==> config.mk <==
export PLATFORM = sky130hd
export DESIGN_NAME = qoa_spi_host
export DESIGN_NICKNAME = d
export VERILOG_FILES = /design/src/rtl/qoa_spi_pkg.sv /design/src/rtl/qoa_spi_sckgen.sv /design/src/rtl/qoa_spi_host.sv
export SDC_FILE = /design/constraint.sdc
export NUM_CORES = 1
export LEC_CHECK = 0
export CAP_MARGIN = 20
export CORE_MARGIN = 2
export CORE_UTILIZATION = 40
export CTS_CLUSTER_SIZE = 24
export DETAILED_ROUTE_END_ITERATION = 6
export HOLD_SLACK_MARGIN = 0.05
export PLACE_DENSITY = 0.55
export SYNTH_ARGS = -nofsm -noshare
export SYNTH_HDL_FRONTEND = slang
export SYNTH_SLANG_ARGS = --single-unit
==> constraint.sdc <==
create_clock -name sclk -period 2.1 [get_ports sclk]
set_input_delay 0.42 -clock sclk [delete_from_list [all_inputs] [get_ports sclk]]
set_output_delay 0.42 -clock sclk [all_outputs]
set_load 0.02 [all_outputs]
==> src/rtl/qoa_spi_pkg.sv <==
// qoa_spi_pkg: shared types and constants for the QOA SPI host.
//   state_t    - host FSM states
//   WRITE_BITS - bits per write frame (one stream byte)
//   READ_BITS  - bits per read frame (one decoded sample)
//   CMD_WRITE / CMD_READ - encoding of cmd_read
package qoa_spi_pkg;

    typedef enum logic [2:0] {
        IDLE,
        PRELOAD,
        SETUP,
        SHIFT,
        GAP
    } state_t;

    localparam int WRITE_BITS = 8;
    localparam int READ_BITS  = 16;

    localparam logic CMD_WRITE = 1'b0;
    localparam logic CMD_READ  = 1'b1;

endpackage

==> src/rtl/qoa_spi_sckgen.sv <==
// qoa_spi_sckgen: SCK half-period generator.
//   sclk, rst_n : clock, synchronous active-low reset
//   en          : enable from the FSM; when low sck is forced to 0 and the counter clears
//   rise_req    : start a bit period (sck goes 1 at this edge)
//   sck         : registered SPI clock
//   fall        : sck goes 1->0 at this edge
//   low_done    : the low half of the current bit ends at this edge
// The generator never raises sck on its own; the FSM decides whether another
// bit follows, so the last low phase simply ends with sck staying low.
module qoa_spi_sckgen #(
    parameter int CLK_DIV = 4
) (
    input  logic sclk,
    input  logic rst_n,
    input  logic en,
    input  logic rise_req,
    output logic sck,
    output logic fall,
    output logic low_done
);

    localparam int CW = (CLK_DIV > 1) ? $clog2(CLK_DIV) : 1;

    logic [CW-1:0] cnt;
    logic          last;

    assign last     = (cnt == CW'(CLK_DIV - 1));
    assign fall     = sck & last;
    assign low_done = ~sck & last;

    always_ff @(posedge sclk) begin
        if (!rst_n || !en) begin
            sck <= 1'b0;
            cnt <= '0;
        end else if (rise_req) begin
            sck <= 1'b1;
            cnt <= '0;
        end else if (last) begin
            sck <= 1'b0;
            cnt <= '0;
        end else begin
            cnt <= cnt + CW'(1);
        end
    end

endmodule

==> src/rtl/qoa_spi_host.sv <==
// qoa_spi_host: SPI mode-0 initiator for the QOA decoder chip.
//   sclk, rst_n          : clock, synchronous active-low reset
//   cmd_valid/cmd_ready  : command handshake (ready only in IDLE)
//   cmd_read, cmd_wdata  : 0 = write cmd_wdata byte, 1 = read a 16-bit sample
//   rsp_valid, rsp_data  : one-cycle pulse with the sample read, data held
//   busy                 : any state other than IDLE
//   spi_sck/cs_n/mosi    : registered SPI outputs
//   spi_miso             : chip data, sampled on the SCK rising edge
// A read starts with one SCK pulse while CS_n is high so the chip preloads its
// TX MSB; every frame ends with GAP_CYCLES of CS_n high so the chip's two-flop
// RX_done synchroniser can see it.
module qoa_spi_host
    import qoa_spi_pkg::*;
#(
    parameter int CLK_DIV    = 4,
    parameter int CS_SETUP   = 2,
    parameter int GAP_CYCLES = 16
) (
    input  logic        sclk,
    input  logic        rst_n,
    input  logic        cmd_valid,
    output logic        cmd_ready,
    input  logic        cmd_read,
    input  logic [7:0]  cmd_wdata,
    output logic        rsp_valid,
    output logic [15:0] rsp_data,
    output logic        busy,
    output logic        spi_sck,
    output logic        spi_cs_n,
    output logic        spi_mosi,
    input  logic        spi_miso
);

    state_t      state;
    logic        is_read;
    logic [7:0]  tx_sh;
    logic [15:0] rx_sh;
    logic [4:0]  bit_cnt;
    logic [15:0] tmr;

    logic        cs_n_q;
    logic        mosi_q;
    logic        rsp_valid_q;
    logic [15:0] rsp_data_q;
    logic        rdy_q;
    logic        busy_q;

    logic        sck;
    logic        fall;
    logic        low_done;
    logic        rise_req;
    logic        sck_en;
    logic        accept;
    logic        setup_done;
    logic        last_bit;

    assign accept     = cmd_valid & rdy_q & (state == IDLE);
    assign setup_done = (state == SETUP) && (tmr == 16'(CS_SETUP - 1));
    assign last_bit   = (bit_cnt == (is_read ? 5'(READ_BITS) : 5'(WRITE_BITS)));

    // Rising edges: the preload pulse at read accept, the first data bit at
    // the end of SETUP, and each following bit once the previous low phase ends.
    assign rise_req = (accept & (cmd_read == CMD_READ))
                    | setup_done
                    | ((state == SHIFT) & low_done & ~last_bit);

    assign sck_en = rise_req | (state == PRELOAD) | (state == SHIFT);

    qoa_spi_sckgen #(
        .CLK_DIV (CLK_DIV)
    ) u_sckgen (
        .sclk     (sclk),
        .rst_n    (rst_n),
        .en       (sck_en),
        .rise_req (rise_req),
        .sck      (sck),
        .fall     (fall),
        .low_done (low_done)
    );

    always_ff @(posedge sclk) begin
        if (!rst_n) begin
            state       <= IDLE;
            is_read     <= 1'b0;
            tx_sh       <= '0;
            rx_sh       <= '0;
            bit_cnt     <= '0;
            tmr         <= '0;
            cs_n_q      <= 1'b1;
            mosi_q      <= 1'b0;
            rsp_valid_q <= 1'b0;
            rsp_data_q  <= '0;
            rdy_q       <= 1'b0;
            busy_q      <= 1'b0;
        end else begin
            rsp_valid_q <= 1'b0;

            case (state)
                IDLE: begin
                    if (accept) begin
                        is_read <= cmd_read;
                        tx_sh   <= (cmd_read == CMD_READ) ? 8'h00 : cmd_wdata;
                        bit_cnt <= '0;
                        tmr     <= '0;
                        rdy_q   <= 1'b0;
                        busy_q  <= 1'b1;
                        if (cmd_read == CMD_READ) begin
                            state <= PRELOAD;
                        end else begin
                            state  <= SETUP;
                            cs_n_q <= 1'b0;
                            mosi_q <= cmd_wdata[7];
                        end
                    end else begin
                        rdy_q  <= 1'b1;
                        busy_q <= 1'b0;
                    end
                end

                PRELOAD: begin
                    if (low_done) begin
                        state  <= SETUP;
                        cs_n_q <= 1'b0;
                        mosi_q <= tx_sh[7];
                        tmr    <= '0;
                    end
                end

                SETUP: begin
                    if (setup_done) begin
                        state <= SHIFT;
                        tmr   <= '0;
                    end else begin
                        tmr <= tmr + 16'd1;
                    end
                end

                SHIFT: begin
                    // tx_sh back-fills with zeros, so MOSI drops to 0 after the last bit.
                    if (fall) begin
                        bit_cnt <= bit_cnt + 5'd1;
                        mosi_q  <= tx_sh[6];
                        tx_sh   <= {tx_sh[6:0], 1'b0};
                    end
                    if (low_done && last_bit) begin
                        state  <= GAP;
                        cs_n_q <= 1'b1;
                        mosi_q <= 1'b0;
                        tmr    <= '0;
                        if (is_read) begin
                            rsp_data_q  <= rx_sh;
                            rsp_valid_q <= 1'b1;
                        end
                    end
                end

                GAP: begin
                    if (tmr == 16'(GAP_CYCLES - 1)) begin
                        state  <= IDLE;
                        rdy_q  <= 1'b1;
                        busy_q <= 1'b0;
                    end else begin
                        tmr <= tmr + 16'd1;
                    end
                end

                default: state <= IDLE;
            endcase

            // MISO is captured on every data rising edge (not the preload pulse).
            if (rise_req && (state != IDLE)) begin
                rx_sh <= {rx_sh[14:0], spi_miso};
            end
        end
    end

    assign cmd_ready = rdy_q;
    assign busy      = busy_q;
    assign rsp_valid = rsp_valid_q;
    assign rsp_data  = rsp_data_q;
    assign spi_sck   = sck;
    assign spi_cs_n  = cs_n_q;
    assign spi_mosi  = mosi_q;

endmodule
==> flow_summary.json <==
{
  "placementRows": 34,
  "die_w_microns": 98.14,
  "vias": 2822,
  "setup_ws_ps": 141.0,
  "worst-path-buf-inv": 1,
  "skew_ps": 9.741,
  "cts_buffers": 9,
  "synth-simple-area-share_pct": 25.13,
  "wl_per_cell_microns": 14.09,
  "cp_slowest_cell": "dfxtp_1",
  "cts_sinks": 73,
  "fmax_mhz": 510.5,
  "synth_xor_area_share_pct": 0.9884,
  "yosys.area.top_type": "dfxtp_1",
  "synthFlopType": "dfxtp_1",
  "start_util_pct": 41.05,
  "grt_pass1_vias": 2821,
  "drcViolationCount": 0,
  "hold_viol": 0,
  "critPathTopFamily": "simple AND/OR/NAND/NOR gates",
  "grt_max_degree": 49,
  "ant_nets": 0,
  "syn_area_sq_um": 3545,
  "synth_compound_area_share_pct": 15.57,
  "arrival_ps": 2190,
  "cts.clk_slew.worst_paths_ps": 90,
  "synth_mux_area_share_pct": 9.036,
  "post-place-ws_ps": 9.406,
  "highest_layer": "met4",
  "finalSetupTns_ps": 0,
  "antenna_found_initial": 0,
  "p_per_area_nw_per_um2": 864.0,
  "dpl.cell_count": 522,
  "syn_avg_cell_area_sq_um": 9.503,
  "wl_met1_microns": 3657,
  "place.port_buffers": 34,
  "maxSlewHeadroom_pct": 69.00,
  "grt_setup_unrepaired": "false",
  "grt.overflow.total": 0,
  "met3_length_microns": 244,
  "synthAdderAreaFrac_pct": 1.765,
  "dp_hpwl_microns": 5137,
  "grt_usage_pct": 16.82,
  "synth_enable_flop_cells": 0,
  "synth.area.top_cells": "dfxtp_1, mux2i_1, nor2b_1, a211o_1, and3_1",
  "clk_path_buf_depth": 2,
  "synthArstFlopShare_pct": 0,
  "ys_seq_area_share_pct": 41.23,
  "drive_above_1_share_pct": 14.42,
  "maxCapViolCount": 0,
  "slowest_delay_ps": 370,
  "nets": 443,
  "synth_top_family_by_area": "simple AND/OR/NAND/NOR gates",
  "ys_ff_latch": 73,
  "drt_first_pass_iters": 4,
  "viasPerCell": 5.245,
  "core_sq_um": 8636,
  "syn_to_final_growth_pct": 24.11,
  "fin_crit_sh_pct": 93.29,
  "synth.distinct_cells": 59,
  "clk_latency_ps": 340,
  "place_congestion": 0.8236,
  "nFillCells": 825,
  "dr_wl_met2_microns": 3568,
  "synth_top_area_share_pct": 41.23,
  "startpoint_type": "flip-flop",
  "ys_warn_count": 0,
  "slew_violations": 0,
  "ir_worst_vdd_uv": 384.3,
  "die_h_microns": 98.14,
  "synth_nets": 391,
  "cts-root-buf": "clkbuf_8",
  "status": "finished, final reports clean",
  "worst_pin_slew_ps": 460.1,
  "final_cells": 538,
  "grt_first_pass_wirelength_microns": 13380,
  "layout_min_cycle_time_ps": 1959,
  "cts_tree": "done",
  "p_leak_nw": 1.746,
  "cp-end-kind": "flip-flop",
  "ios": 35,
  "worst-path-max-fanout": 14,
  "crit_chain": "ha_1 -> and3_1 -> nand4_1 -> nor4b_4 -> nor3b_4 -> buf_12 -> a221o_1",
  "die-area_sq_um": 9630,
  "setup_violations": 0,
  "routed_wl_microns": 7583,
  "hp-class": "reg2reg",
  "cp_data_required_time_ps": 2330,
  "cts.htree.levels": 3,
  "syn_inst": 373,
  "drt_iter0_drc": 70,
  "postCtsSetupRepairBufs": 0,
  "antenna_cells": 0,
  "path_class": "reg2reg"
}
[cells in the mapped netlist (3+ instances only)]
cell type and number:
nand3_1 7, nor4_2 3, inv_1 17, nor2_1 11, nor3_1 13, o311ai_1 7
and3_1 16, and2_1 5, dfxtp_1 73, nand2_1 20, buf_6 4, ha_1 5
mux2i_1 32, buf_2 3, nor4_1 3, o211a_1 8, o21ai_1 3, o21ai_0 5
clkbuf_1 13, o21a_1 3, xor2_1 3, nand4_1 12, nor2b_1 39, a211o_1 13
nand2b_1 5, a21oi_1 7, buf_4 3
[state kept, by name (all words and copies together), names as in the netlist]
name	cells
tx_sh	8
busy	1
bit_cnt	5
is_read	1
spi_mosi	1
u_sckgen.cnt	2
spi_cs_n	1
state	3
rsp_data	16
tmr	16
rx_sh	16
u_sckgen.sck	1
rsp_valid	1
cmd_ready	1
[routing by layer]
layer | up-vias | GRT usage, %
met5 | - | 0
met4 | 0 | 5.374
met3 | 9 | 4.295
met2 | 43 | 27.87
met1 | 1322 | 21.55
li1 | 1448 | -
[final timing paths]
check	slack, ps	cells after the start	start	to
max	140	7	tmr[0]	tmr[6]
min	420	1	u_sckgen.cnt[0]	u_sckgen.cnt[0]
max reg2reg	140	7	tmr[0]	tmr[6]
min reg2reg	420	1	u_sckgen.cnt[0]	u_sckgen.cnt[0]
[where the power goes]
part / internal [mW] / leakage (nW) / switching [mW]
sequential: 1.48 / 0.590 / 0.108
clock: 0.572 / 0.103 / 0.590
combinational: 0.510 / 1.05 / 0.537
[per-stage QoR]
stage	cell area, sq um	hold WS (ps)	util, %	power [mW]
final	4399	423.0	50.94	3.801
after global routing	4399	448.7	50.94	4.027
after CTS	4394	434.9	50.88	3.855
after detailed placement	4187	409.1	48.48	2.669
after global placement	4187	405.8	48.48	2.657
after floorplan	3545	396.2	-	2.236
[layout make-up]
class / count / area [sq um] / share of cell area, %
Multi-Input combinational cell: 257 / 1884 / 42.83
Sequential cell: 73 / 1461 / 33.22
Timing Repair Buffer: 66 / 643.1 / 14.62
Tap cell: 108 / 135.1 / 3.072
Clock buffer: 9 / 123.9 / 2.816
Clock inverter: 7 / 83.83 / 1.906
Inverter: 18 / 67.56 / 1.536
[timing repair]
item,4_1_cts,5_1_grt
setup endpoints to repair,0,29
hold buffers,0,0
gates resized for setup,0,1
[cell usage in the layout, fill, tap and decap left out, types with 7 or more instances in the layout]
| master | instances |
|---|---|
| clkdlybuf4s50_1 | 34 |
| dfxtp_1 | 73 |
| nor2b_1 | 39 |
| buf_4 | 27 |
| and3_1 | 16 |
| nand3_1 | 7 |
| nand2_1 | 20 |
| nor2_1 | 11 |
| a211o_1 | 13 |
| mux2i_1 | 32 |
| a21oi_1 | 7 |
| inv_1 | 17 |
| o211a_1 | 8 |
| nor3_1 | 13 |
| o311ai_1 | 7 |
| nand4_1 | 12 |
| clkbuf_8 | 9 |
[worst register-to-register path: cells and delay by family, from the launching register on]
family	cells	cell delay (ps)
flip-flops	1	370
AND/OR/NAND/NOR	4	720
buffers and inverters	1	160
adder cells (fa/ha/maj)	1	260
AO/OA/AOI/OAI	1	340
[cell families (layout without fill, tap and decap cells)]
kind of cell / count (synthesis) / count (layout)
simple gates: 147 / 147
flops: 73 / 73
compound gates: 69 / 69
buf+inv: 43 / 100
mux: 32 / 32
fa+ha+maj: 5 / 5
xor+xnor: 4 / 4
Note: power is estimated with default switching activity, not from simulation.
